[src/rtl/hazard_ctrl_if.sv]
// rtl/hazard_ctrl_if.sv - ID/EX hazard inputs and pipeline control outputs bundle
interface hazard_ctrl_if #(
   parameter int REG_W = 4
);
   logic             ID_Valid;
   logic [REG_W-1:0] ID_RegisterRS;
   logic [REG_W-1:0] ID_RegisterRT;
   logic             ID_UsesRT;
   logic             ID_SwapOp;
   logic             ID_DivOp;
   logic             ID_EX_MemRead;
   logic [REG_W-1:0] ID_EX_RegisterRT;
   logic             Branch_Taken;
   logic             PC_Write;
   logic             IF_ID_Write;
   logic             IF_ID_Flush;
   logic             ID_EX_Bubble;
   logic             EX_Hold;
   logic             SwapPhase;
   logic             Busy;

   // pipeline side: presents stage status, consumes control
   modport master (
      output ID_Valid, ID_RegisterRS, ID_RegisterRT, ID_UsesRT, ID_SwapOp, ID_DivOp,
             ID_EX_MemRead, ID_EX_RegisterRT, Branch_Taken,
      input  PC_Write, IF_ID_Write, IF_ID_Flush, ID_EX_Bubble, EX_Hold, SwapPhase, Busy
   );

   // controller side
   modport slave (
      input  ID_Valid, ID_RegisterRS, ID_RegisterRT, ID_UsesRT, ID_SwapOp, ID_DivOp,
             ID_EX_MemRead, ID_EX_RegisterRT, Branch_Taken,
      output PC_Write, IF_ID_Write, IF_ID_Flush, ID_EX_Bubble, EX_Hold, SwapPhase, Busy
   );
endinterface

[src/rtl/hazard_ctrl.sv]
// rtl/hazard_ctrl.sv - pipeline hazard and multi-cycle EX sequencing controller
module hazard_ctrl #(
   parameter int REG_W   = 4,
   parameter int DIV_LAT = 8
) (
   input  logic         clk,
   input  logic         rst,
   hazard_ctrl_if.slave hz
);
   typedef enum logic [1:0] {
      RUN    = 2'd0,
      SWAP_A = 2'd1,
      SWAP_B = 2'd2,
      DIV    = 2'd3
   } state_t;

   // DIV spends DIV_LAT-1 cycles in DIV (cnt counts down to 0) plus one in RUN
   localparam logic [3:0] DIV_INIT = 4'(DIV_LAT - 2);

   state_t     state_q, state_d;
   logic [3:0] cnt_q, cnt_d;

   logic [REG_W-1:0] id_rs, id_rt, ex_rt;
   logic             load_use;
   logic             decide;

   assign id_rs = hz.ID_RegisterRS;
   assign id_rt = hz.ID_RegisterRT;
   assign ex_rt = hz.ID_EX_RegisterRT;

   // register 0 is hardwired, so a load targeting it never creates a dependency
   assign load_use = hz.ID_Valid & hz.ID_EX_MemRead & (ex_rt != '0) &
                     ((id_rs == ex_rt) | (hz.ID_UsesRT & (id_rt == ex_rt)));

   // hazard decisions are only taken when EX is free to accept a new instruction
   assign decide = (state_q == RUN) || (state_q == SWAP_B);

   // state and counter register; reset aborts any multi-cycle op
   always_ff @(posedge clk or posedge rst) begin
      if (rst) begin
         state_q <= RUN;
         cnt_q   <= '0;
      end else begin
         state_q <= state_d;
         cnt_q   <= cnt_d;
      end
   end

   // next-state: branch beats load-use beats DIV beats SWAP
   always_comb begin
      state_d = state_q;
      cnt_d   = cnt_q;
      case (state_q)
         RUN, SWAP_B: begin
            if (hz.Branch_Taken) begin
               state_d = RUN;
            end else if (load_use) begin
               state_d = RUN;
            end else if (hz.ID_Valid && hz.ID_DivOp) begin
               state_d = DIV;
               cnt_d   = DIV_INIT;
            end else if (hz.ID_Valid && hz.ID_SwapOp) begin
               state_d = SWAP_A;
            end else begin
               state_d = RUN;
            end
         end
         SWAP_A: state_d = SWAP_B;
         DIV: begin
            if (cnt_q == 4'd0) begin
               state_d = RUN;
            end else begin
               cnt_d = cnt_q - 4'd1;
            end
         end
         default: state_d = RUN;
      endcase
   end

   // outputs: combinational from state and current inputs
   always_comb begin
      hz.PC_Write     = 1'b1;
      hz.IF_ID_Write  = 1'b1;
      hz.IF_ID_Flush  = 1'b0;
      hz.ID_EX_Bubble = 1'b0;
      hz.EX_Hold      = 1'b0;
      hz.SwapPhase    = (state_q == SWAP_B);
      hz.Busy         = 1'b0;
      if (decide) begin
         if (hz.Branch_Taken) begin
            hz.IF_ID_Flush  = 1'b1;
            hz.ID_EX_Bubble = 1'b1;
         end else if (load_use) begin
            hz.PC_Write     = 1'b0;
            hz.IF_ID_Write  = 1'b0;
            hz.ID_EX_Bubble = 1'b1;
         end
      end else begin
         hz.EX_Hold     = 1'b1;
         hz.PC_Write    = 1'b0;
         hz.IF_ID_Write = 1'b0;
         hz.Busy        = 1'b1;
      end
   end
endmodule

[src/flat_wrapper.sv]
// flat-port wrapper written by rule: the top's interface ports become plain ports
module hazard_ctrl_flat 
#(
   parameter int REG_W   = 4,
   parameter int DIV_LAT = 8
)
  (clk, rst, hz_ID_Valid, hz_ID_RegisterRS, hz_ID_RegisterRT, hz_ID_UsesRT, hz_ID_SwapOp, hz_ID_DivOp, hz_ID_EX_MemRead, hz_ID_EX_RegisterRT, hz_Branch_Taken, hz_PC_Write, hz_IF_ID_Write, hz_IF_ID_Flush, hz_ID_EX_Bubble, hz_EX_Hold, hz_SwapPhase, hz_Busy);
  hazard_ctrl_if #(.REG_W(REG_W)) hz_i ();
  input  logic clk;
  input  logic rst;
  input wire logic [$bits(hz_i.ID_Valid)-1:0] hz_ID_Valid;
  input wire logic [$bits(hz_i.ID_RegisterRS)-1:0] hz_ID_RegisterRS;
  input wire logic [$bits(hz_i.ID_RegisterRT)-1:0] hz_ID_RegisterRT;
  input wire logic [$bits(hz_i.ID_UsesRT)-1:0] hz_ID_UsesRT;
  input wire logic [$bits(hz_i.ID_SwapOp)-1:0] hz_ID_SwapOp;
  input wire logic [$bits(hz_i.ID_DivOp)-1:0] hz_ID_DivOp;
  input wire logic [$bits(hz_i.ID_EX_MemRead)-1:0] hz_ID_EX_MemRead;
  input wire logic [$bits(hz_i.ID_EX_RegisterRT)-1:0] hz_ID_EX_RegisterRT;
  input wire logic [$bits(hz_i.Branch_Taken)-1:0] hz_Branch_Taken;
  output wire logic [$bits(hz_i.PC_Write)-1:0] hz_PC_Write;
  output wire logic [$bits(hz_i.IF_ID_Write)-1:0] hz_IF_ID_Write;
  output wire logic [$bits(hz_i.IF_ID_Flush)-1:0] hz_IF_ID_Flush;
  output wire logic [$bits(hz_i.ID_EX_Bubble)-1:0] hz_ID_EX_Bubble;
  output wire logic [$bits(hz_i.EX_Hold)-1:0] hz_EX_Hold;
  output wire logic [$bits(hz_i.SwapPhase)-1:0] hz_SwapPhase;
  output wire logic [$bits(hz_i.Busy)-1:0] hz_Busy;
  assign hz_i.ID_Valid = hz_ID_Valid;
  assign hz_i.ID_RegisterRS = hz_ID_RegisterRS;
  assign hz_i.ID_RegisterRT = hz_ID_RegisterRT;
  assign hz_i.ID_UsesRT = hz_ID_UsesRT;
  assign hz_i.ID_SwapOp = hz_ID_SwapOp;
  assign hz_i.ID_DivOp = hz_ID_DivOp;
  assign hz_i.ID_EX_MemRead = hz_ID_EX_MemRead;
  assign hz_i.ID_EX_RegisterRT = hz_ID_EX_RegisterRT;
  assign hz_i.Branch_Taken = hz_Branch_Taken;
  assign hz_PC_Write = hz_i.PC_Write;
  assign hz_IF_ID_Write = hz_i.IF_ID_Write;
  assign hz_IF_ID_Flush = hz_i.IF_ID_Flush;
  assign hz_ID_EX_Bubble = hz_i.ID_EX_Bubble;
  assign hz_EX_Hold = hz_i.EX_Hold;
  assign hz_SwapPhase = hz_i.SwapPhase;
  assign hz_Busy = hz_i.Busy;
  hazard_ctrl #(.REG_W(REG_W), .DIV_LAT(DIV_LAT)) u_core (.clk(clk), .rst(rst), .hz(hz_i));
endmodule
[config.mk]
export PLATFORM = sky130hd
export DESIGN_NAME = hazard_ctrl_flat
export DESIGN_NICKNAME = d
export VERILOG_FILES = /design/src/rtl/hazard_ctrl_if.sv /design/src/rtl/hazard_ctrl.sv /design/src/flat_wrapper.sv
export SDC_FILE = /design/constraint.sdc
export NUM_CORES = 1
export LEC_CHECK = 0
export ABC_AREA = 1
export ABC_CLOCK_PERIOD_IN_PS = 1500
export CAP_MARGIN = 30
export CORE_AREA = 2 2 43 45
export DETAILED_ROUTE_END_ITERATION = 8
export DIE_AREA = 0 0 45 47
export GPL_TIMING_DRIVEN = 1
export PLACE_DENSITY = 0.8
export REMOVE_ABC_BUFFERS = 1
export SLEW_MARGIN = 5
export SYNTH_ARGS = -nofsm -noshare
export SYNTH_HDL_FRONTEND = slang
export SYNTH_SLANG_ARGS = --single-unit
[constraint.sdc]
create_clock -name clk -period 1.5 [get_ports clk]
set_input_delay 0.375 -clock clk [delete_from_list [all_inputs] [get_ports clk]]
set_output_delay 0.375 -clock clk [all_outputs]
set_load 0.1 [all_outputs]
== Yosys cells after proc, flatten, opt, wreduce, memory -nomap -nowiden ==
Index checks and enable logic that the tools add are counted.

* Flip-flop bits (word level): 6
* Bits in latches: 0
* Memory bits (writable): 0
* Bits in read-only memories: 0
* Input port bits: 20
* Memories: 0

* Add/sub/neg operators: 1
* $mul: 0
* Div/mod/pow operators: 0
* Magnitude comparators: 0
* Equal/unequal tests: 10
* Shifts and indexed selects: 0
* Multiplexer cells: 20
* Bitwise gates (word level): 5
* Reductions and logical operators: 9

{| class="wikitable"
|+ Operator list
! kind !! count
|-
| $mux W4 || 4
|-
| $mux W1 || 10
|-
| $eq A4 B4 Y1 || 2
|-
| $mux W2 || 4
|-
| $pmux W4 S2 || 1
|-
| $ne A2 B2 Y1 const B || 3
|-
| $pmux W2 S3 || 1
|-
| $reduce_and A5 Y1 || 1
|-
| $and A1 B1 Y1 || 4
|-
| $eq A2 B2 Y1 const B || 2
|-
| $logic_not A4 Y1 || 1
|-
| $ne A2 B1 Y1 const B || 2
|-
| $reduce_bool A4 Y1 || 1
|-
| $sub A4 B1 Y4 const B || 1
|-
| $eq A2 B1 Y1 const B || 1
|-
| $logic_and A1 B1 Y1 || 2
|-
| $logic_not A2 Y1 || 1
|-
| $reduce_bool A2 Y1 || 1
|-
| $reduce_or A2 Y1 || 1
|-
| $logic_or A1 B1 Y1 || 1
|-
| $or A1 B1 Y1 || 1
|}

== Longest topological paths before layout ==
Gate-level depths: netlist of the first run.

* Depth after elaboration: 7
* Mapped depth: 10

== Worst setup path after synthesis of the first run ==
Ideal clock, no wire load.

* Path type: reg2out
* Start point: reg u_core.state_q[0]
* End point: out hz_PC_Write
* Arrival: 3.212 ns
* Path slack: -2.087 ns
* Cell stages (with the launch flop): 5
* Cells stage by stage: dfrtp_1 nor2_1 inv_1 nand2_1 buf_4

* Word-level cells in the longest chain between the ends: 3

{| class="wikitable"
|+ RTL lines
! item !! RTL line !! text
|-
| start: declaration || hazard_ctrl.sv:20 || <nowiki>state_t state_q, state_d;</nowiki>
|-
| start signal: assignment || hazard_ctrl.sv:44 || <nowiki>state_q <= state_d;</nowiki>
|-
| $eq A2 B2 Y1 or $logic_not A2 Y1 (tied branches) || hazard_ctrl.sv:36 || <nowiki>assign decide = (state_q == RUN) || (state_q == SWAP_B);</nowiki>
|-
| $logic_or A1 B1 Y1 (*) || hazard_ctrl.sv:36 ||
|-
| $mux W1 (*) || - ||
|-
| end: declaration || flat_wrapper.sv:20 || <nowiki>output wire logic [$bits(hz_i.PC_Write)-1:0] hz_PC_Write;</nowiki>
|}

Mark *: on every way between the ends. The rest lies on a longest branch, timed or not.

== Final worst setup path of the first run ==
* Start point: in hz_ID_UsesRT
* End point: out hz_ID_EX_Bubble

* Word-level cells in the longest chain between the ends: 6

{| class="wikitable"
|+ RTL lines
! item !! RTL line !! text
|-
| start: declaration || flat_wrapper.sv:14 || <nowiki>input wire logic [$bits(hz_i.ID_UsesRT)-1:0] hz_ID_UsesRT;</nowiki>
|-
| $and A1 B1 Y1 || hazard_ctrl.sv:33 || <nowiki>((id_rs == ex_rt) | (hz.ID_UsesRT & (id_rt == ex_rt)));</nowiki>
|-
| $or A1 B1 Y1 || hazard_ctrl.sv:33 ||
|-
| $and A1 B1 Y1 || hazard_ctrl.sv:32 || <nowiki>assign load_use = hz.ID_Valid & hz.ID_EX_MemRead & (ex_rt != '0) &</nowiki>
|-
| $mux W1 || hazard_ctrl.sv:93 || <nowiki>end else if (load_use) begin</nowiki>
|-
| $mux W1 || hazard_ctrl.sv:90 || <nowiki>if (hz.Branch_Taken) begin</nowiki>
|-
| $mux W1 || hazard_ctrl.sv:89 || <nowiki>if (decide) begin</nowiki>
|-
| end: declaration || flat_wrapper.sv:23 || <nowiki>output wire logic [$bits(hz_i.ID_EX_Bubble)-1:0] hz_ID_EX_Bubble;</nowiki>
|}

Every way passes these cells.

==> metrics, run 1 <==
Peak supply drop 0.000517 V; H-tree levels 1; Slew HR 0.821; Power Total 890 uW; row cnt 15; most frequent cells in the layout nand2_1, buf_4, nand2_2, buf_6, inv_1; Crit Reg-Reg Endpoint u_core.cnt_q[0]; R2R depth 8; synth-to-layout area growth 91.2%; Cells after Synth 97; first-pass GRT wire length 3090 um; WP data arrival ~1.3 ns; max-capacitance violation count 0; RSZ-0062 raised after global routing true; Core ar. 1650 sq um; Synth Area in Compound Gates 0.131; final slew viol count 0; number of buffers inserted by hold repair at cts 0; CP Launch Type input pin; Post-Syn Area 613 sq um; Seq/Total Area, Yosys 0.245; Setup crit end kind output port; Seq cells post-synth 6; gpl congestion 0.742; WS Path Type input pin to output port; DP Wirelength 1440 um; Post-route DRC 0; Die Width 45 um; Longest Clk Path Bufs 2; status finished, violations left; Final Critical Period ~1.7 ns; drt pass-1 iters 4; Routed Antenna Nets 0; Starting Density 0.371; pwr/cell area around 760 nW/um^2; Syn Area/Cell 6.32 sq um; leak pwr slightly above 0.0006 uW; Boundary Pins 27; main combinational cell family by area after synthesis simple AND/OR/NAND/NOR gates; Worst-Margin Slew 0.266 ns; setup slack after layout -0.211 ns; average wire per standard cell 12.3 um; GRT Residual Overflow 0; total number of vias 751; Port Buffer Count 26; Adder-Cell Fraction of Synth Area 0.0408; Cell variety after synth 22; Via density 4.81; Layout Nets 163; Final setup viols 5; vias in the first global route 817; simple-gate portion of the synthesized area 0.414; Synth Area in XOR/XNOR 0.0286; n_diodes 0; endpoints failing hold 0; post-synthesis mux area share 0; largest net degree at the start of global routing 7; Skew-Pair Late Insertion Delay 0.24 ns; clock-pin slew on the worst setup and hold paths 0.04 ns; Fmax achieved 585 MHz; Final Util 0.710; share of cells above drive strength 1 0.482; Synth warnings 0; CTS root buf clkbuf_4; Die Height 47 um; R2R Path Start u_core.cnt_q[0]; Place WS -0.711 ns; Critical Path RT 1.12 ns; HP Class input pin to asynchronous set/reset pin; failing checks negative setup slack; final period utilization 1.14; final WL 1930 um; most common cell after layout, fill and taps aside nand2_1; full die area 2120 sq um; initial antenna violation count 0; total CTS buffers 3; GRT Total Usage 0.206; maximum fanout along the worst path 2; DR iter-0 viols 19; CTS tree built; clock skew about 0.0036 ns; CTS sink cnt 6; worst reg-to-reg setup slack 0.09 ns
## synthesized netlist by cell type
master | n | area, sq um
nand2_1 | 31 | 116
nor2_1 | 10 | 37.5
a31oi_4 | 1 | 21.3
ha_1 | 2 | 25.0
nand3_4 | 1 | 17.5
nand2_2 | 4 | 25.0
dfrtp_1 | 6 | 150
o211ai_1 | 1 | 7.51
a21oi_4 | 1 | 16.3
inv_1 | 12 | 45.0
o21ai_0 | 3 | 15.0
nand2_4 | 1 | 11.3
o21ai_1 | 2 | 10.0
buf_4 | 2 | 15.0
clkinv_1 | 2 | 7.51
nor2_2 | 1 | 6.26
inv_2 | 4 | 15.0
a21oi_1 | 2 | 10.0
xor2_1 | 2 | 17.5
clkbuf_1 | 1 | 3.75
nor3_1 | 1 | 5.00
nand3_1 | 7 | 35.0
## worst max path at each step
stage | from | end | slack (ns) | depth (start not counted)
6_report | hz_ID_UsesRT | hz_ID_EX_Bubble | -0.21 | 9
5_1_grt | hz_ID_UsesRT | hz_ID_EX_Bubble | -0.25 | 9
4_1_cts | hz_ID_EX_RegisterRT[0] | hz_ID_EX_Bubble | -0.18 | 11
3_5_place_dp | hz_ID_EX_RegisterRT[0] | hz_IF_ID_Write | -0.71 | 11
3_3_place_gp | hz_ID_EX_RegisterRT[0] | hz_PC_Write | -0.67 | 11
2_1_floorplan | u_core.state_q[0] | hz_IF_ID_Write | -3.28 | 3
## cell families after synthesis
group,Yosys count
adders and majority gates,2
and+or+nand+nor,56
buffers and inverters,21
DFF,6
xor gates and xnor gates,2
AOI/OAI and AO/OA,10
## what timing repair did
item,CTS,global route
gates resized for setup,77,19
buffers inserted,3,3
endpoints found under the hold margin,0,0
endpoints found under the setup margin,11,9
pin swaps,18,16
## metrics by stage
step | setup TNS (ns) | instance area, sq um | cells | hold WS, ns
floorplan | -23.64 | 594 | 94 | 0.166
global placement | -4.40 | 1020 | 147 | 0.482
detailed placement | -4.85 | 1020 | 147 | 0.500
CTS | -0.554 | 1090 | 153 | 0.349
global route | -0.970 | 1170 | 156 | 0.373
finish | -0.676 | 1170 | 156 | 0.350
## power by group
group	switching, uW	internal [uW]	total, uW	leakage (uW)
logic	311	223	534	0.000516
registers	21.9	187	209	0.0000772
clock network	56.1	90.3	146	0.0000138
## critical path: stages
cell and delay, ns:
clkdlybuf4s15_1 0.18, o21ai_1 0.08, nor2_1 0.11, nand2_1 0.08, nand2_2 0.09, buf_6 0.10, nand3_4 0.07, nand2_4 0.08
buf_12 0.17
## state kept, by name, summed over array words and instances, names as in the netlist
| name | cells |
|---|---|
| u_core.cnt_q | 4 |
| u_core.state_q | 2 |
## layer usage
metal  share of wire  vias to the layer above  wire, um  GRT usage
met2            0.59                       27      1130      0.403
met3           0.049                        2        95     0.0731
met5               0                        -         0          0
met4          0.0062                        0        12     0.0824
met1            0.36                      338       691      0.194
li1                -                      384         -          -
## area by class of cell
type	instances	area (sq um)
clock buffers	3	22.5
fillers	123	479
multi-input cells	70	442
inverters	18	75.1
flip-flops and latches	6	150
well taps	17	21.3
repair buffers	42	462
(Power assumes the default switching activity.)
==> run 2: changes to the inputs <==
--- a/config.mk
+++ b/config.mk
@@ -6,7 +6,7 @@
 export NUM_CORES = 1
 export LEC_CHECK = 0
 export ABC_AREA = 1
-export ABC_CLOCK_PERIOD_IN_PS = 1500
+export ABC_CLOCK_PERIOD_IN_PS = 1800
 export CAP_MARGIN = 30
 export CORE_AREA = 2 2 43 45
 export DETAILED_ROUTE_END_ITERATION = 8
==> constraint.sdc (replaced) <==
create_clock -name clk -period 1.8 [get_ports clk]
set_input_delay 0.45 -clock clk [delete_from_list [all_inputs] [get_ports clk]]
set_output_delay 0.45 -clock clk [all_outputs]
set_load 0.1 [all_outputs]
==> run 2 against run 1 <==
Compared with the run above: cell count rose by 1.3%; sequential power fell by 16%; critical path type unchanged; via count rose by 3.7%; routed wire length fell by 5.6%; count of clock-buffer cells in the layout did not move; clock power fell by 15%; critical endpoint unchanged; the run still ends with negative setup slack left; setup slack improved by 0.15 ns; critical path depth did not move; total power fell by 18%; core utilization fell by 2.9 points; die area did not move.
==> metrics, run 2 (same netlist as run 1, synthesis figures left out) <==
Setup crit end kind output port; clock-pin slew on the worst setup and hold paths 0.04 ns (about the same); Worst-Margin Slew 0.295 ns (+0.0289 ns); total CTS buffers 3 (unchanged); n_diodes 0 (unchanged); Final Util 0.681 (-0.0288); maximum fanout along the worst path 2 (unchanged); Skew-Pair Late Insertion Delay 0.25 ns (about the same); vias in the first global route 779 (-4.7%); largest net degree at the start of global routing 7 (unchanged); first-pass GRT wire length 2970 um (-4.0%); final WL 1820 um (-5.6%); Boundary Pins 27 (unchanged); WP data arrival 1.41 ns (+0.07 ns); DP Wirelength 1360 um (-5.4%); Die Width 45 um (unchanged); total number of vias 779 (+3.7%); Final Critical Period 1.86 ns; Place WS -0.538 ns (+0.173 ns); max-capacitance violation count 0 (unchanged); GRT Residual Overflow 0 (unchanged); status finished, violations left; most common cell after layout, fill and taps aside nand2_1; synth-to-layout area growth 83.5%; HP Class input pin to asynchronous set/reset pin; setup TNS -0.123 ns (+0.553 ns); CP Launch Type input pin; H-tree levels 1 (unchanged); CTS root buf clkbuf_4; WS Path Type input pin to output port; hold_ws 0.416 ns (+0.0660 ns); setup slack after layout -0.0598 ns (+0.151 ns); share of cells above drive strength 1 0.433 (-0.0494); Starting Density 0.371 (unchanged); Core ar. 1650 sq um (unchanged); initial antenna violation count 0 (unchanged); Layout Nets 165 (+1.2%); Port Buffer Count 26 (unchanged); number of buffers inserted by hold repair at cts 0 (unchanged); multi-input logic area 413 sq um (-6.5%); Post-route DRC 0 (unchanged); Register Area 150 sq um (unchanged); Die Height 47 um (unchanged); CTS tree built; final slew viol count 0 (unchanged); pwr/cell area 648 nW/um^2 (-15%); CTS sink cnt 6 (unchanged); most frequent cells in the layout nand2_1, buf_4, inv_1, nor2_1, buf_6; Final setup viols 3 (-2); # fillers 145 (+18%); Peak supply drop 0.000463 V (-10%); max reg flops 4 (unchanged); GRT Total Usage 0.200 (-0.00607); failing checks negative setup slack; Final Non-Filler Cells 158 (+1.3%); Top Registers u_core.cnt_q: 4 flops, u_core.state_q: 2 flops; leak pwr 0.000593 uW (-2.3%); DR iter-0 viols 10 (-9); final period utilization 1.03; Via density 4.93 (+2.4%); dpl cells 146 (-0.68%); row cnt 15 (unchanged); gpl congestion 0.742 (about the same); endpoints failing hold 0 (unchanged); Critical Path RT 1.35 ns (+0.23 ns); average wire per standard cell 11.5 um (-6.8%); Slew HR 0.801 (-0.0195); clock skew 0.00303 ns (-0.000590 ns); largest reg by FF count u_core.cnt_q; Longest Clk Path Bufs 2 (unchanged); Fmax achieved between 500 and 600 MHz; full die area 2120 sq um (unchanged); RSZ-0062 raised after global routing true; Routed Antenna Nets 0 (unchanged); drt pass-1 iters 3 (-1)
run 2: power by group:
| group | switching [uW] | total [uW] | internal (uW) |
|---|---|---|---|
| clock | 48.5 | 124 | 75.4 |
| combinational | 248 | 430 | 182 |
| sequential | 18.7 | 175 | 156 |
run 2: worst paths after layout:
kind	slack (ns)	start	to	cells past startpoint
max in group asynchronous	1.19	rst	u_core.cnt_q[2]	2
worst max-delay path	-0.06	hz_ID_RegisterRS[3]	hz_ID_EX_Bubble	9
worst min register to register	0.51	u_core.cnt_q[3]	u_core.cnt_q[3]	2
worst min-delay path	0.42	rst	u_core.cnt_q[0]	2
min in group clk	0.51	u_core.cnt_q[3]	u_core.cnt_q[3]	2
worst max register to register	0.23	u_core.state_q[0]	u_core.state_q[0]	9
run 2: critical path, cell delays in order:
cell,delay (ns)
buf_6,0.09
xor2_1,0.14
nor2_1,0.12
nand2_1,0.08
nand2_2,0.10
buf_6,0.11
nand3_4,0.07
nand2_4,0.08
buf_12,0.17
run 2: what timing repair did:
item | 4_1_cts | 5_1_grt
endpoints found under the setup margin | 4 | 4
buffers inserted | 8 | 2
gates cloned | 0 | 0
pin swaps | 19 | 7
resized for setup | 71 | 6
run 2: layout make-up:
type	count	share of cell area
repair buffers	44	0.398
multi-input cells	70	0.367
flip-flops and latches	6	0.133
inverters	18	0.0623
clock buffers	3	0.0200
well taps	17	0.0189
run 2: per-stage QoR:
stage / instance area, sq um / total power, uW
2_1_floorplan: 594 / 398
3_3_place_gp: 1010 / 553
3_5_place_dp: 1010 / 564
4_1_cts: 1100 / 721
5_1_grt: 1120 / 784
6_report: 1120 / 729
run 2: per-layer routing:
| layer | wire length [um] | share of wire | GRT usage | vias up |
|---|---|---|---|---|
| met4 | 29 | 0.016 | 0.0529 | 0 |
| met1 | 633 | 0.35 | 0.167 | 363 |
| met3 | 92 | 0.051 | 0.0808 | 5 |
| li1 | - | - | - | 383 |
| met2 | 1060 | 0.58 | 0.423 | 28 |
| met5 | 0 | 0 | 0 | - |
==> run 3: changes to the inputs <==
--- a/config.mk
+++ b/config.mk
@@ -6,13 +6,12 @@
 export NUM_CORES = 1
 export LEC_CHECK = 0
 export ABC_AREA = 1
-export ABC_CLOCK_PERIOD_IN_PS = 1800
 export CAP_MARGIN = 30
 export CORE_AREA = 2 2 43 45
 export DETAILED_ROUTE_END_ITERATION = 8
 export DIE_AREA = 0 0 45 47
 export GPL_TIMING_DRIVEN = 1
-export PLACE_DENSITY = 0.8
+export PLACE_DENSITY_LB_ADDON = 0.1
 export REMOVE_ABC_BUFFERS = 1
 export SLEW_MARGIN = 5
 export SYNTH_ARGS = -nofsm -noshare
==> run 3 against run 2 <==
Compared with the run above: the run now ends clean; count of clock-buffer cells in the layout stayed put; clock skew is 0.00088 ns lower; global-route usage is 3.1 points lower; first-iteration DRC count is 80% lower; hold slack better by 0.0064 ns; sequential cell count stayed put; sequential share of layout area is 0.86 points lower; combinational power is 3% higher; setup slack better by 0.061 ns; routed wire length is 13% lower; critical path depth is 2 higher.
==> metrics, run 3 (same netlist as run 1, synthesis figures left out) <==
Clock Power Share 0.169 (about the same); initial antenna violation count 0 (unchanged); Post-route DRC 0 (unchanged); Die Width 45 um (unchanged); final slew viol count 0 (unchanged); CP max stage delay 0.17 ns (about the same); largest reg by FF count u_core.cnt_q; Internal 426 uW (+3.1%); HP Class input pin to asynchronous set/reset pin; Layout Nets 165 (unchanged); largest net degree at the start of global routing 7 (unchanged); Die Height 47 um (unchanged); Slew HR 0.838 (+0.0368); endpoints failing hold 0 (unchanged); switch share 0.427 (-0.00555); leak pwr 0.000612 uW (+3.2%); clock skew 0.00215 ns (-0.000877 ns); crit-path cells buf_8, inv_4, nand2_2, nand3_2, nor2_2, nand2_1, nand2_2, buf_6, nand3_4, nand2_4, buf_12; final WL 1580 um (-13%); final period utilization 1.00 (-0.0337); pwr/cell area 619 nW/um^2 (-4.5%); worst reg-to-reg setup slack 0.14 ns (-0.09 ns); crit path max-delay cell type buf_12; status complete, no violations; CTS tree built; Final Util 0.728 (+0.0470); CTS root buf clkbuf_4; R2R Path Start u_core.state_q[0]; Power Total 744 uW (+2.1%); most common cell after layout, fill and taps aside nand2_1; gpl congestion 0.770 (+3.7%); Longest Clk Path Bufs 2 (unchanged); Peak supply drop 0.000315 V (-32%); WS Path Type input pin to output port; synth-to-layout area growth 96.1%; Bufs and invs on worst path 4 (+1); first-pass GRT wire length 2650 um (-11%); max-capacitance violation count 0 (unchanged); max reg flops 4 (unchanged); vias in the first global route 689 (-12%); DP Wirelength 1190 um (-12%); share of cells above drive strength 1 0.525 (+0.0922); Fmax achieved 556 MHz (+3.4%); total number of vias 731 (-6.2%); clock-pin slew on the worst setup and hold paths 0.05 ns (about the same); most frequent cells in the layout nand2_1, buf_4, buf_6, nand2_2, inv_1; Via density 4.63 (-6.2%); kind of cell adding the most delay to the critical path simple AND/OR/NAND/NOR gates; CP dominant cell by count nand2_2; Core ar. 1650 sq um (unchanged); Comb power frac 0.598 (+0.008); maximum fanout along the worst path 4 (+2); n_diodes 0 (unchanged); RSZ-0062 raised after global routing true; Psw 318 uW (+0.77%); CTS sink cnt 6 (unchanged); WP data arrival 1.35 ns (-0.06 ns); Final Critical Period 1.80 ns (-0.0607 ns); Flop pwr share 0.233 (-0.007); total CTS buffers 3 (unchanged); GRT Residual Overflow 0 (unchanged); Boundary Pins 27 (unchanged); Critical Path RT 1.35 ns (about the same); H-tree levels 1 (unchanged); Skew-Pair Late Insertion Delay 0.25 ns (about the same); Port Buffer Count 26 (unchanged); Crit Reg-Reg Endpoint u_core.state_q[0]; drt pass-1 iters 4 (+1); hold_ws 0.423 ns (+0.00645 ns); Routed Antenna Nets 0 (unchanged); Final setup viols 0 (-3); Worst-Margin Slew 0.242 ns (-0.0524 ns); DR iter-0 viols 2 (-8); CP Launch Type input pin; Starting Density 0.371 (unchanged); full die area 2120 sq um (unchanged); Setup crit end kind output port; row cnt 15 (unchanged); setup TNS 0 ns (+0.123 ns); average wire per standard cell 9.97 um (-13%); Top Registers u_core.cnt_q: 4 flops, u_core.state_q: 2 flops; GRT Total Usage 0.169 (-0.0307); R2R depth 10 (+1)
## run 3: stage by stage
step | cells | worst slack, ns | area, sq um
after floorplan | 94 | -3.05 | 594
after global placement | 146 | -0.491 | 1010
after detailed placement | 146 | -0.507 | 1010
after CTS | 158 | -0.00919 | 1120
after global routing | 158 | -0.0721 | 1200
final | 158 | 0.000890 | 1200
## run 3: routing by layer
layer / track usage / wire length, um
met2: 0.334 / 894
met3: 0.0462 / 68
met5: 0 / 0
met4: 0.0353 / 36
met1: 0.178 / 576
## run 3: worst max-delay path by stage
stage	startpoint	to	depth (start not counted)
2_1_floorplan	u_core.state_q[0]	hz_IF_ID_Write	3
3_3_place_gp	hz_ID_EX_RegisterRT[2]	hz_PC_Write	11
3_5_place_dp	hz_ID_EX_RegisterRT[2]	hz_IF_ID_Write	11
4_1_cts	hz_ID_UsesRT	u_core.state_q[0]	15
5_1_grt	hz_ID_EX_RegisterRT[0]	hz_ID_EX_Bubble	11
6_report	hz_ID_EX_RegisterRT[0]	hz_ID_EX_Bubble	11
## run 3: timing repair
item                       in CTS  in global routing
buffers inserted                9                  0
gates resized for setup        72                 26
hold buffers                    0                  0
setup endpoints to repair       4                  4
pin swaps                      20                 15
## run 3: power groups by stage
stage               clock network (uW)  logic (uW)  registers, uW
detailed placement                   0         383            173
CTS                                131         417            173
global route                       138         481            177
floorplan                            0         196            203
global placement                     0         378            173
finish                             126         445            173
## run 3: area by class of cell
class,instances,area [sq um]
Clock buffer,3,22.5
Fill cell,137,449
Inverter,18,77.6
Multi-Input combinational cell,70,452
Sequential cell,6,150
Tap cell,17,21.3
Timing Repair Buffer,44,479
==> patch 1, RTL diff (flow settings as in run 1) <==
Encoding of `state_t`: now one-hot (4 bits for 4 states).
--- a/src/rtl/hazard_ctrl.sv
+++ b/src/rtl/hazard_ctrl.sv
@@ -7,11 +7,11 @@
    input  logic         rst,
    hazard_ctrl_if.slave hz
 );
-   typedef enum logic [1:0] {
-      RUN    = 2'd0,
-      SWAP_A = 2'd1,
-      SWAP_B = 2'd2,
-      DIV    = 2'd3
+   typedef enum logic [3:0] {
+      RUN    = 4'b0001,
+      SWAP_A = 4'b0010,
+      SWAP_B = 4'b0100,
+      DIV    = 4'b1000
    } state_t;
 
    // DIV spends DIV_LAT-1 cycles in DIV (cnt counts down to 0) plus one in RUN
Check against the original RTL: same outputs for any inputs over 10 cycles, from zero or initial values and one cycle with rst high; not proved beyond that.
==> patch 1 against run 1 <==
The flow still finishes with violations (negative setup slack); global-route usage rose by 3.6 points; wire length increased by 13%; critical path depth fell by 2; core utilization rose by 6.7 points; final cell count is 12% higher; synthesized area grew 18%; worst setup slack got worse by 0.20 ns; sequential cell count grew 2; design area grew 9.4%; highest routed layer unchanged.
Power is not compared: it rests on default switching activity, and its combinational part moved more than twofold at a synthesized area within 25%.
==> patch 1: results (changes against run 1) <==
<table>
<tr><th>Metric</th><th>Value</th></tr>
<tr><th colspan="2">Status</th></tr>
<tr><td>Status</td><td>finished with violations</td></tr>
<tr><td>Failing checks</td><td>negative setup slack</td></tr>
<tr><th colspan="2">Global route</th></tr>
<tr><td>Number of global-route vias before repair</td><td>838 (+2.6%)</td></tr>
<tr><td>Global-route track usage on met2</td><td>47.1% (+6.9 points)</td></tr>
<tr><td>Pin count of the biggest net entering global routing</td><td>9 (+2)</td></tr>
<tr><td>First-pass GRT wire length</td><td>3570 um (+16%)</td></tr>
<tr><td>Total Routing Usage GR</td><td>24.2% (+3.6 points)</td></tr>
<tr><th colspan="2">Final layout</th></tr>
<tr><td>Final nets</td><td>181 (+11%)</td></tr>
<tr><td>Biggest registers after layout</td><td>u_core.cnt_q: 4 flops, u_core.state_q: 4 flops</td></tr>
<tr><th colspan="2">Detailed routing</th></tr>
<tr><td>Iteration-0 DRC Markers</td><td>12 (-7)</td></tr>
<tr><td>Average via count per standard cell</td><td>4.97 (+3.3%)</td></tr>
<tr><td>Final Routed Wirelength</td><td>2180 um (+13%)</td></tr>
<tr><td>Post-DR wirelength/cell</td><td>12.4 um (+0.71%)</td></tr>
<tr><th colspan="2">Synth</th></tr>
<tr><td>Cell types occupying the most area after synthesis</td><td>sky130_fd_sc_hd__dfrtp_1 24%, sky130_fd_sc_hd__nand2_1 19%, sky130_fd_sc_hd__inv_1 11%, sky130_fd_sc_hd__nand3_1 6.9%, sky130_fd_sc_hd__nor2_1 4.7%</td></tr>
<tr><th colspan="2">Place</th></tr>
<tr><td>Count of placed standard cells including taps</td><td>165 (+12%)</td></tr>
<tr><td>Worst slack at placement</td><td>-0.660 ns (+0.0509 ns)</td></tr>
<tr><td>Placed standard-cell area</td><td>0.00114 sq mm (+12%)</td></tr>
<tr><th colspan="2">Clocking</th></tr>
<tr><td>Clk pin slew, worst setup/hold paths</td><td>0.06 ns (+0.02 ns)</td></tr>
<tr><td>Clock latency on the worst-skew pair</td><td>0.26 ns (+0.02 ns)</td></tr>
<tr><th colspan="2">Setup path</th></tr>
<tr><td>Reg-to-reg setup timing slack</td><td>-0.11 ns (-0.20 ns)</td></tr>
<tr><td>Maximum fanout encountered on the critical timing path</td><td>3 (+1)</td></tr>
<tr><td>Depth of the worst register-to-register path</td><td>11 (+3)</td></tr>
<tr><td>Crit-path slowest cell</td><td>sky130_fd_sc_hd__dfrtp_1</td></tr>
<tr><td>CP Capture Point</td><td>hz_PC_Write</td></tr>
<tr><td>Data arrival at the endpoint of the critical path</td><td>1.54 ns (+0.20 ns)</td></tr>
<tr><th colspan="2">STA</th></tr>
<tr><td>Setup violations, final</td><td>13 (+8)</td></tr>
<tr><td>Worst clock skew</td><td>0.00157 ns (-0.00205 ns)</td></tr>
<tr><td>Crit path setup slack, layout</td><td>-0.412 ns (-0.201 ns)</td></tr>
</table>
patch 1: repair_timing:
action,in CTS,in global routing
gates resized for setup,35,6
gates cloned,0,0
pin swaps,15,4
endpoints found under the setup margin,13,13
buffers inserted,7,1
patch 1: cells by family after synthesis:
group / Yosys count / synth area share [%]
xor+xnor: 3 / 3.63
flops: 8 / 27.9
buf+inv: 27 / 15.7
simple gates: 68 / 45.3
fa+ha+maj: 2 / 3.46
compound gates: 5 / 3.98
patch 1: layer usage:
layer  routed length [um]  vias to the layer above
met4                   55                        0
li1                     -                      433
met3                  147                        6
met1                  766                      394
met2                 1210                       37
met5                    0                        -
patch 1: worst min-delay path by stage:
stage / from / to / slack [ns] / cells past startpoint
after floorplan: rst / u_core.cnt_q[0] / 0.19 / 1
after global placement: u_core.cnt_q[1] / u_core.cnt_q[1] / 0.49 / 2
after detailed placement: u_core.cnt_q[1] / u_core.cnt_q[1] / 0.50 / 2
after CTS: rst / u_core.cnt_q[0] / 0.38 / 2
after global routing: rst / u_core.cnt_q[3] / 0.38 / 2
final: rst / u_core.state_q[3] / 0.36 / 2
patch 1: power by group:
part / switching [mW] / leakage, nW / internal [mW]
Clock: 0.0862 / 0.0150 / 0.103
Combinational: 1.30 / 0.577 / 0.802
Sequential: 0.0798 / 0.102 / 0.300
patch 1: worst max-delay path: cells and delay by family (launching register included):
family,cells,cell delay (ns)
compound gates,1,0.14
simple gates,3,0.36
buf+inv,3,0.36
flops,1,0.41
patch 1: cell type report:
type | count | area, sq um | area share [%]
multi-input cells | 78 | 472 | 36.8
repair buffers | 43 | 463 | 36.1
flip-flops and latches | 8 | 201 | 15.7
inverters | 25 | 98.8 | 7.71
clock buffers | 4 | 26.3 | 2.05
well taps | 17 | 21.3 | 1.66
==> patch 2, RTL diff (config.mk and constraints of run 1) <==
Made on the original files. `REG_W` is set to 4 in 3 places; all go to 6.
--- a/src/rtl/hazard_ctrl_if.sv
+++ b/src/rtl/hazard_ctrl_if.sv
@@ -1,6 +1,6 @@
 // rtl/hazard_ctrl_if.sv - ID/EX hazard inputs and pipeline control outputs bundle
 interface hazard_ctrl_if #(
-   parameter int REG_W = 4
+   parameter int REG_W = 6
 );
    logic             ID_Valid;
    logic [REG_W-1:0] ID_RegisterRS;
--- a/src/rtl/hazard_ctrl.sv
+++ b/src/rtl/hazard_ctrl.sv
@@ -1,6 +1,6 @@
 // rtl/hazard_ctrl.sv - pipeline hazard and multi-cycle EX sequencing controller
 module hazard_ctrl #(
-   parameter int REG_W   = 4,
+   parameter int REG_W   = 6,
    parameter int DIV_LAT = 8
 ) (
    input  logic         clk,
--- a/src/flat_wrapper.sv
+++ b/src/flat_wrapper.sv
@@ -1,7 +1,7 @@
 // flat-port wrapper written by rule: the top's interface ports become plain ports
 module hazard_ctrl_flat 
 #(
-   parameter int REG_W   = 4,
+   parameter int REG_W   = 6,
    parameter int DIV_LAT = 8
 )
   (clk, rst, hz_ID_Valid, hz_ID_RegisterRS, hz_ID_RegisterRT, hz_ID_UsesRT, hz_ID_SwapOp, hz_ID_DivOp, hz_ID_EX_MemRead, hz_ID_EX_RegisterRT, hz_Branch_Taken, hz_PC_Write, hz_IF_ID_Write, hz_IF_ID_Flush, hz_ID_EX_Bubble, hz_EX_Hold, hz_SwapPhase, hz_Busy);
Interface: changed (resized hz_ID_EX_RegisterRT, hz_ID_RegisterRS and hz_ID_RegisterRT); port bits go from 27 to 33. No check against the original RTL was run, so the function may have changed too.
==> patch 2 against run 1 <==
Sequential cell count stayed put; critical path type unchanged; critical endpoint unchanged; synthesized area grew 13%; die area unchanged; worst setup slack worse by 0.084 ns; total power increased by 12%; design area rose by 3.7%; count of clock-buffer cells in the layout unchanged; register-to-register slack lost 0.03 ns; the flow still finishes with violations (negative setup slack); wire length fell by 3.0%.
==> patch 2: results (changes against run 1) <==
<table>
<tr><th>Metric</th><th>Value</th></tr>
<tr><th colspan="2">Synth</th></tr>
<tr><td>Arithmetic-cell share of the synthesized area counting full adders, half adders and majority gates</td><td>1.81% (-2.3 points)</td></tr>
<tr><td>Distinct cells, synth</td><td>21 (-4.5%)</td></tr>
<tr><td>Synth Area in Compound Gates</td><td>8.30% (-4.8 points)</td></tr>
<tr><td>Xor/xnor share of the synthesized area</td><td>1.26% (-1.6 points)</td></tr>
<tr><td>Ranking of synthesized cells by instance count</td><td>42 x sky130_fd_sc_hd__nand2_1, 22 x sky130_fd_sc_hd__inv_1, 9 x sky130_fd_sc_hd__nor2_1</td></tr>
<tr><th colspan="2">Global route</th></tr>
<tr><td>Total Routing Usage GR</td><td>19.4% (-1.2 points)</td></tr>
<tr><td>First-pass GRT wire length</td><td>2980 um (-3.6%)</td></tr>
<tr><td>Number of global-route vias before repair</td><td>760 (-7.0%)</td></tr>
<tr><th colspan="2">Place</th></tr>
<tr><td>Count of placed standard cells including taps</td><td>174 (+18%)</td></tr>
<tr><td>Placed standard-cell area</td><td>0.00115 sq mm (+12%)</td></tr>
<tr><td>Worst slack at placement</td><td>-0.836 ns (-0.124 ns)</td></tr>
<tr><th colspan="2">STA</th></tr>
<tr><td>Setup violations, final</td><td>5 (unchanged)</td></tr>
<tr><td>Crit path setup slack, layout</td><td>-0.295 ns (-0.0843 ns)</td></tr>
<tr><td>Worst clock skew</td><td>0.00174 ns (-0.00188 ns)</td></tr>
<tr><td>Worst hold slack</td><td>0.345 ns (-0.00563 ns)</td></tr>
<tr><td>Final TNS setup</td><td>-1.05 ns (-0.371 ns)</td></tr>
<tr><th colspan="2">Status</th></tr>
<tr><td>Failing checks</td><td>negative setup slack</td></tr>
<tr><td>Status</td><td>finished with violations</td></tr>
<tr><th colspan="2">Detailed routing</th></tr>
<tr><td>Average via count per standard cell</td><td>4.69 (-2.6%)</td></tr>
<tr><td>Iteration-0 DRC Markers</td><td>9 (-10)</td></tr>
<tr><th colspan="2">Final layout</th></tr>
<tr><td>Filler-free cell count of the finished design</td><td>180 (+15%)</td></tr>
<tr><th colspan="2">Power and ir drop</th></tr>
<tr><td>Internal Dissipation</td><td>535 uW (+6.9%)</td></tr>
<tr><td>Total power divided by cell area</td><td>818 mW/mm^2 (+7.8%)</td></tr>
<tr><th colspan="2">Setup path</th></tr>
<tr><td>Reg-to-reg setup timing slack</td><td>0.06 ns (-0.03 ns)</td></tr>
<tr><td>Crit-path slowest cell</td><td>sky130_fd_sc_hd__xor2_2</td></tr>
</table>
patch 2: routing by layer:
layer  vias to the layer above  routed length, um
li1                        443                  -
met1                       374                797
met2                        23                955
met3                         4                 84
met4                         0                 32
met5                         -                  0
patch 2: final cells by class:
class                   instances  area share, %
inverters                      28           9.05
multi-input cells              82           38.9
well taps                      17           1.75
clock buffers                   3           1.85
flip-flops and latches          6           12.3
repair buffers                 44           36.1
patch 2: worst max path at each step:
stage,start,to,cells after the start
after global placement,hz_ID_EX_RegisterRT[2],hz_PC_Write,10
after detailed placement,hz_ID_EX_RegisterRT[5],hz_IF_ID_Write,8
after floorplan,u_core.state_q[0],hz_IF_ID_Write,1
after CTS,hz_ID_EX_RegisterRT[3],hz_ID_EX_Bubble,15
final,hz_ID_EX_RegisterRT[0],hz_ID_EX_Bubble,11
after global routing,hz_ID_RegisterRT[3],hz_ID_EX_Bubble,14
